## src/rtl/fetch_if.sv

```systemverilog
// Fetch-controller bundle: PC/branch/hazard/imem inputs in, PC control and
// pipeline flush/valid outputs back. The controller uses the slave side.
interface fetch_if;
  logic [31:0] pc_cur;
  logic        br_taken;
  logic [31:0] br_target;
  logic        hazard_stall;
  logic        imem_ready;
  logic        imem_req;
  logic [31:0] pc_next;
  logic        pc_stall;
  logic        if_valid;
  logic        if_id_flush;
  logic        id_ex_flush;
  logic [31:0] fetch_count;

  modport slave (
    input  pc_cur, br_taken, br_target, hazard_stall, imem_ready,
    output imem_req, pc_next, pc_stall, if_valid, if_id_flush, id_ex_flush,
           fetch_count
  );

  modport master (
    output pc_cur, br_taken, br_target, hazard_stall, imem_ready,
    input  imem_req, pc_next, pc_stall, if_valid, if_id_flush, id_ex_flush,
           fetch_count
  );
endinterface

```

## src/rtl/fetch_ctrl.sv

```systemverilog
// Instruction-fetch sequencer: steers the PC around imem wait states, load-use
// stalls and taken branches, and counts delivered instructions.
module fetch_ctrl #(
  parameter logic [31:0] RESET_PC = 32'h0000_0000
) (
  input logic    clk,
  input logic    rst,
  fetch_if.slave bus
);

  typedef enum logic [1:0] {ST_BOOT, ST_FETCH, ST_WAIT, ST_REDIRECT} state_t;

  state_t      r_state;
  state_t      w_state_nxt;
  logic [31:0] r_pend_target;
  logic [31:0] r_fetch_count;

  logic        w_pend_load;
  logic        w_imem_req;
  logic [31:0] w_pc_next;
  logic        w_pc_stall;
  logic        w_if_valid;
  logic        w_if_id_flush;
  logic        w_id_ex_flush;
  logic [31:0] w_pc_inc;

  assign w_pc_inc = bus.pc_cur + 32'd4;

  // NOTE: sequential state uses non-blocking assignments so every register
  // samples pre-edge values regardless of statement order.
  always_ff @(posedge clk) begin
    if (rst) begin
      r_state       <= ST_BOOT;
      r_pend_target <= 32'h0;
      r_fetch_count <= 32'h0;
    end else begin
      r_state <= w_state_nxt;
      if (w_pend_load) r_pend_target <= bus.br_target;
      if (w_if_valid)  r_fetch_count <= r_fetch_count + 32'd1;
    end
  end

  // NOTE: every output gets a default before the case so no path leaves a
  // variable unassigned, which would otherwise infer a latch.
  always_comb begin
    w_state_nxt   = r_state;
    w_pend_load   = 1'b0;
    w_imem_req    = 1'b1;
    w_pc_next     = w_pc_inc;
    w_pc_stall    = 1'b1;
    w_if_valid    = 1'b0;
    w_if_id_flush = 1'b0;
    w_id_ex_flush = 1'b0;

    if (rst) begin
      // Reset drops any pending wait or redirect and squashes the pipe.
      w_state_nxt   = ST_BOOT;
      w_imem_req    = 1'b0;
      w_pc_next     = RESET_PC;
      w_pc_stall    = 1'b0;
      w_if_id_flush = 1'b1;
      w_id_ex_flush = 1'b1;
    end else begin
      case (r_state)
        ST_BOOT: begin
          w_imem_req  = 1'b0;
          w_pc_next   = RESET_PC;
          w_pc_stall  = 1'b0;
          w_state_nxt = ST_FETCH;
        end
        ST_FETCH, ST_WAIT: begin
          if (bus.br_taken) begin
            w_if_id_flush = 1'b1;
            w_id_ex_flush = 1'b1;
            if (bus.imem_ready) begin
              w_pc_next   = bus.br_target;
              w_pc_stall  = 1'b0;
              w_state_nxt = ST_FETCH;
            end else begin
              w_pend_load = 1'b1;
              w_state_nxt = ST_REDIRECT;
            end
          end else if (!bus.imem_ready) begin
            w_state_nxt = ST_WAIT;
          end else if (bus.hazard_stall) begin
            w_id_ex_flush = 1'b1;
            w_state_nxt   = ST_FETCH;
          end else begin
            w_pc_stall  = 1'b0;
            w_if_valid  = 1'b1;
            w_state_nxt = ST_FETCH;
          end
        end
        ST_REDIRECT: begin
          // The word arriving here belongs to the squashed path; newest branch wins.
          if (bus.br_taken) begin
            w_pend_load   = 1'b1;
            w_if_id_flush = 1'b1;
            w_id_ex_flush = 1'b1;
          end
          if (bus.imem_ready) begin
            w_pc_next   = bus.br_taken ? bus.br_target : r_pend_target;
            w_pc_stall  = 1'b0;
            w_state_nxt = ST_FETCH;
          end
        end
        default: w_state_nxt = ST_BOOT;
      endcase
    end
  end

  assign bus.imem_req    = w_imem_req;
  assign bus.pc_next     = w_pc_next;
  assign bus.pc_stall    = w_pc_stall;
  assign bus.if_valid    = w_if_valid;
  assign bus.if_id_flush = w_if_id_flush;
  assign bus.id_ex_flush = w_id_ex_flush;
  assign bus.fetch_count = r_fetch_count;

endmodule

```

## src/flat_wrapper.sv

```systemverilog
// flat-port wrapper written by rule: the top's interface ports become plain ports
module fetch_ctrl_flat 
#(
  parameter logic [31:0] RESET_PC = 32'h0000_0000
)
  (clk, rst, bus_pc_cur, bus_br_taken, bus_br_target, bus_hazard_stall, bus_imem_ready, bus_imem_req, bus_pc_next, bus_pc_stall, bus_if_valid, bus_if_id_flush, bus_id_ex_flush, bus_fetch_count);
  fetch_if bus_i ();
  input logic clk;
  input logic rst;
  input wire logic [$bits(bus_i.pc_cur)-1:0] bus_pc_cur;
  input wire logic [$bits(bus_i.br_taken)-1:0] bus_br_taken;
  input wire logic [$bits(bus_i.br_target)-1:0] bus_br_target;
  input wire logic [$bits(bus_i.hazard_stall)-1:0] bus_hazard_stall;
  input wire logic [$bits(bus_i.imem_ready)-1:0] bus_imem_ready;
  output wire logic [$bits(bus_i.imem_req)-1:0] bus_imem_req;
  output wire logic [$bits(bus_i.pc_next)-1:0] bus_pc_next;
  output wire logic [$bits(bus_i.pc_stall)-1:0] bus_pc_stall;
  output wire logic [$bits(bus_i.if_valid)-1:0] bus_if_valid;
  output wire logic [$bits(bus_i.if_id_flush)-1:0] bus_if_id_flush;
  output wire logic [$bits(bus_i.id_ex_flush)-1:0] bus_id_ex_flush;
  output wire logic [$bits(bus_i.fetch_count)-1:0] bus_fetch_count;
  assign bus_i.pc_cur = bus_pc_cur;
  assign bus_i.br_taken = bus_br_taken;
  assign bus_i.br_target = bus_br_target;
  assign bus_i.hazard_stall = bus_hazard_stall;
  assign bus_i.imem_ready = bus_imem_ready;
  assign bus_imem_req = bus_i.imem_req;
  assign bus_pc_next = bus_i.pc_next;
  assign bus_pc_stall = bus_i.pc_stall;
  assign bus_if_valid = bus_i.if_valid;
  assign bus_if_id_flush = bus_i.if_id_flush;
  assign bus_id_ex_flush = bus_i.id_ex_flush;
  assign bus_fetch_count = bus_i.fetch_count;
  fetch_ctrl #(.RESET_PC(RESET_PC)) u_core (.clk(clk), .rst(rst), .bus(bus_i));
endmodule
```

## config.mk

```make
export PLATFORM = sky130hd
export DESIGN_NAME = fetch_ctrl_flat
export DESIGN_NICKNAME = d
export VERILOG_FILES = /design/src/rtl/fetch_if.sv /design/src/rtl/fetch_ctrl.sv /design/src/flat_wrapper.sv
export SDC_FILE = /design/constraint.sdc
export NUM_CORES = 1
export LEC_CHECK = 0
export BUFFER_PORTS_ARGS = -buffer_cell sky130_fd_sc_hd__buf_4
export CAP_MARGIN = 20
export CORE_ASPECT_RATIO = 1.2
export CORE_MARGIN = 10
export CORE_UTILIZATION = 52
export DETAILED_ROUTE_END_ITERATION = 8
export GPL_ROUTABILITY_DRIVEN = 0
export GPL_TIMING_DRIVEN = 0
export PLACE_DENSITY = 0.88
export REMOVE_ABC_BUFFERS = 1
export SLEW_MARGIN = 20
export SYNTH_ARGS = -nofsm -noshare
export SYNTH_HDL_FRONTEND = slang
export SYNTH_SLANG_ARGS = --single-unit
export TNS_END_PERCENT = 100
```

## constraint.sdc

```tcl
create_clock -name clk -period 2.7 [get_ports clk]
set_input_delay 0.405 -clock clk [delete_from_list [all_inputs] [get_ports clk]]
set_output_delay 0.405 -clock clk [all_outputs]
set_load 0.02 [all_outputs]
```

==> results.md <==
STA:
- The total setup violations reported at the end of the flow is 0.
- At the pin with the least slew margin, the transition time is 0.763 ns.
- The share of the clock period used by the worst path is 98.2%.
- The worst clock skew is 0.0152 ns.
- Summed over all failing endpoints, the final setup total negative slack is 0 ns.
- Static timing analysis puts the maximum clock frequency at 377 MHz.
- The number of pins exceeding their max-slew limit in the final report came to 0.
- The number of endpoints with negative hold slack in the final report came to 0.
- The final worst hold slack is 0.295 ns.
- In this run the tightest slew margin relative to its limit is 48.8%.
- Setup repair after global routing could not meet its margin everywhere.
- The clock period could shrink to 2.65 ns.

Clock tree:
- For the worst-skew pair, the clock arrives at the later sink with an insertion delay of 0.36 ns.
- The buffer levels on the longest clock path is 2.
- TritonCTS created 9 clock buffers.
- The clock tree synthesis step divided the H-tree into 3 levels.
- The clock tree from TritonCTS is done.
- The clock transition at the registers of the reported paths is 0.08 ns.
- The tree is rooted in a sky130_fd_sc_hd__clkbuf_8.
- Counting every sink on the clock net gives 66.

Logic synthesis:
- The number of synthesized register bits is 66.
- The most frequent cell after synthesis is sky130_fd_sc_hd__nand2_1.
- By count the netlist is led by 107 x sky130_fd_sc_hd__nand2_1, 66 x sky130_fd_sc_hd__dfxtp_1, 54 x sky130_fd_sc_hd__a21oi_1.
- By area the synthesized netlist is led by sky130_fd_sc_hd__dfxtp_1 30%, sky130_fd_sc_hd__nand2_1 9.0%, sky130_fd_sc_hd__a21oi_1 6.1%, sky130_fd_sc_hd__xor2_1 4.9%, sky130_fd_sc_hd__xnor2_1 4.5%.
- Synthesis instantiated 55 different standard cells from the library.
- The yosys synthesis warning count is 0.
- The area fraction of the dominant cell type after synthesis is 29.8%.
- The number of standard cells after synthesis is 612.
- The fraction of the yosys area taken by sequential cells is 29.8%.
- The number of synthesized flops with an enable pin is 0.
- The share of synthesized flip-flops with an asynchronous set or reset is 0%.
- The cell type with the largest total area after synthesis is sky130_fd_sc_hd__dfxtp_1.
- The most used flip-flop cell after synthesis is sky130_fd_sc_hd__dfxtp_1.
- The mapped netlist covers 4440 um^2.
- The synthesized area per cell is 7.25 um^2.

Finish:
- The number of inserted filler cells in the final layout is 652.
- The number of antenna cells inserted is 0.
- The net total in the final layout is 799.
- The fraction of layout cells with a size suffix above 1 is 27.5%.
- Once layout is done, the placed cells without fillers occupy 5870 um^2.
- Excluding fillers, the count of instances in the completed layout stands at 845.
- From synthesis to final layout, the design area changed by 32.3%.

Placed design:
- The HPWL after detailed placement is 10800 um.
- The number of placed instances with taps included is 820.
- The number of buffers added on ports is 137.
- The area of placed instances is 5470 um^2.

Global route:
- The global-route layer with the greatest usage is met2.
- The first global-routing pass estimated 24900 um of wire.
- The number of antenna violations at the first check in global routing is 0.
- The total global-route track usage is 23.6%.
- The via count of the first global-routing pass came to 4928.
- For this run, global-route usage on met3 was measured as 6.16%.
- For this run, global-route usage on met1 was measured as 27.5%.
- Summed over all layers, the global routing overflow is 0.
- The global-route met2 utilization is 39.6%.
- Entering global routing, the biggest net connects 75 pins.

Route:
- The average wire length per cell after detail routing is 19.5 um.
- For this run, design rule violations remaining after detail routing come to 0.
- The via density per instance is 6.34.
- The initial DRC count is 592.
- The remaining number of nets flagged by the antenna check after routing is 0.
- The first detailed-routing pass ran for 6 iterations.
- The final wirelength is 16500 um.
- The final route contains 5354 vias.

Floorplanning:
- The I/O pin count is 138.
- In this run the standard cell core region covers 8240 um^2.
- The floorplan step defined a die boundary enclosing 12600 um^2.
- The die is 121 um tall.
- After floorplanning, the core was divided into 36 placement rows.
- For this configuration, the core starts out at a cell density of 53.9%.
- The floorplan step set the die width to 104 um.

Pwr:
- The maximum resistive drop on vdd is 0.317 mV.
- The static leakage is 2.24 nW.
- The total power per unit cell area is 405 nW/um^2.
- The design draws 2.38 mW.

Worst setup path:
- The type of the worst setup path is reg -> out.
- STA classifies the critical path startpoint as a flop.
- The endpoint type of the worst setup path is an output port.
- In this run the worst path has a maximum fanout of 15.
- STA puts the critical path data required time at 2.30 ns.
- The data arrival time of the critical path is 2.25 ns.

Job:
- The tool flagged a number of max-cap violations equal to 0.

Worst hold path:
- The class of the worst hold path is in -> reg.

Status:
- The flow ran to the end, and the final reports show no timing, DRC or antenna violations.
## registers in the layout, summed over array words and instances (netlist names)
| signal | count |
|---|---|
| u_core.bus.fetch_count | 32 |
| u_core.r_state | 2 |
| u_core.r_pend_target | 32 |
## per-layer routing
layer | part of all wire (%) | routed length, um | vias to the layer above
li1 | - | - | 2424
met1 | 38 | 6220 | 2475
met2 | 47 | 7750 | 382
met3 | 10 | 1720 | 73
met4 | 4.6 | 763 | 0
met5 | 0 | 0 | -
## worst paths after layout
| kind | start | to | slack [ns] | cells past startpoint |
|---|---|---|---|---|
| setup / recovery | u_core.r_state[1]$_SDFFE_PP0P_ | bus_pc_next[31] | 0.05 | 8 |
| hold / removal | bus_br_target[13] | u_core.r_pend_target[13]$_SDFFE_PP0P_ | 0.29 | 3 |
| setup reg to reg | u_core.r_state[1]$_SDFFE_PP0P_ | u_core.bus.fetch_count[30]$_SDFFE_PP0P_ | 0.14 | 7 |
| hold reg to reg | u_core.r_pend_target[1]$_SDFFE_PP0P_ | u_core.r_pend_target[1]$_SDFFE_PP0P_ | 0.46 | 2 |
## worst max-delay path, stage by stage (launching register included)
cell                       delay (ns)
sky130_fd_sc_hd__dfxtp_2         0.37
sky130_fd_sc_hd__inv_1           0.08
sky130_fd_sc_hd__ha_4            0.17
sky130_fd_sc_hd__or2_4           0.29
sky130_fd_sc_hd__clkinv_8        0.11
sky130_fd_sc_hd__and2_2          0.21
sky130_fd_sc_hd__nand3_1         0.10
sky130_fd_sc_hd__a311oi_2        0.34
sky130_fd_sc_hd__buf_4           0.21
## cells in the final DEF (no fill, tap or decap), types with 9 or more instances in the layout
| cell | instances |
|---|---|
| sky130_fd_sc_hd__buf_4 | 143 |
| sky130_fd_sc_hd__a221oi_1 | 9 |
| sky130_fd_sc_hd__o21ai_0 | 25 |
| sky130_fd_sc_hd__xnor2_1 | 23 |
| sky130_fd_sc_hd__nand2_1 | 107 |
| sky130_fd_sc_hd__and3_1 | 20 |
| sky130_fd_sc_hd__nand3_1 | 19 |
| sky130_fd_sc_hd__inv_1 | 12 |
| sky130_fd_sc_hd__nor3_1 | 10 |
| sky130_fd_sc_hd__xor2_1 | 25 |
| sky130_fd_sc_hd__nand4_1 | 23 |
| sky130_fd_sc_hd__dfxtp_1 | 64 |
| sky130_fd_sc_hd__clkbuf_8 | 9 |
| sky130_fd_sc_hd__nor2_1 | 46 |
| sky130_fd_sc_hd__a21oi_1 | 53 |
| sky130_fd_sc_hd__o22ai_1 | 19 |
## logic make-up after synthesis
family	after synthesis	share of synthesized area (%)
compound gates	151	21.3
mux	5	1.21
flops	66	29.8
simple gates	277	31.7
buf+inv	61	5.44
fa+ha+maj	4	1.13
xor+xnor	48	9.47
## repair_timing
item	in CTS	in global routing
hold buffers	0	0
pin swaps	2	4
gates cloned	2	2
setup endpoints to repair	35	24
buffers inserted	0	5
gates resized for setup	20	10
## report_power, final
| part | switching (mW) | leakage, nW | internal [mW] | total, mW |
|---|---|---|---|---|
| logic | 0.316 | 1.61 | 0.211 | 0.527 |
| registers | 0.0102 | 0.533 | 0.985 | 0.995 |
| clock network | 0.429 | 0.0925 | 0.428 | 0.857 |
## stage by stage
stage | setup slack [ns] | utilization [%]
detailed placement | -0.739 | 66.3
floorplan | -0.337 | -
global placement | -1.86 | 65.8
CTS | -0.0121 | 69.9
global route | -0.00745 | 71.3
finish | 0.0473 | 71.3
## cell type report
cell class                 count  area (um^2)  share of cell area (%)
timing repair inverter         2         11.3                   0.192
tap                          114          143                    2.43
timing repair buffer         146         1120                    19.0
inverter                      14         68.8                    1.17
clock buffer                  10          128                    2.17
clock inverter                 6         67.6                    1.15
multi-input combinational    487         3020                    51.3
sequential                    66         1320                    22.5
No activity file was read; power rests on OpenSTA's default activity.
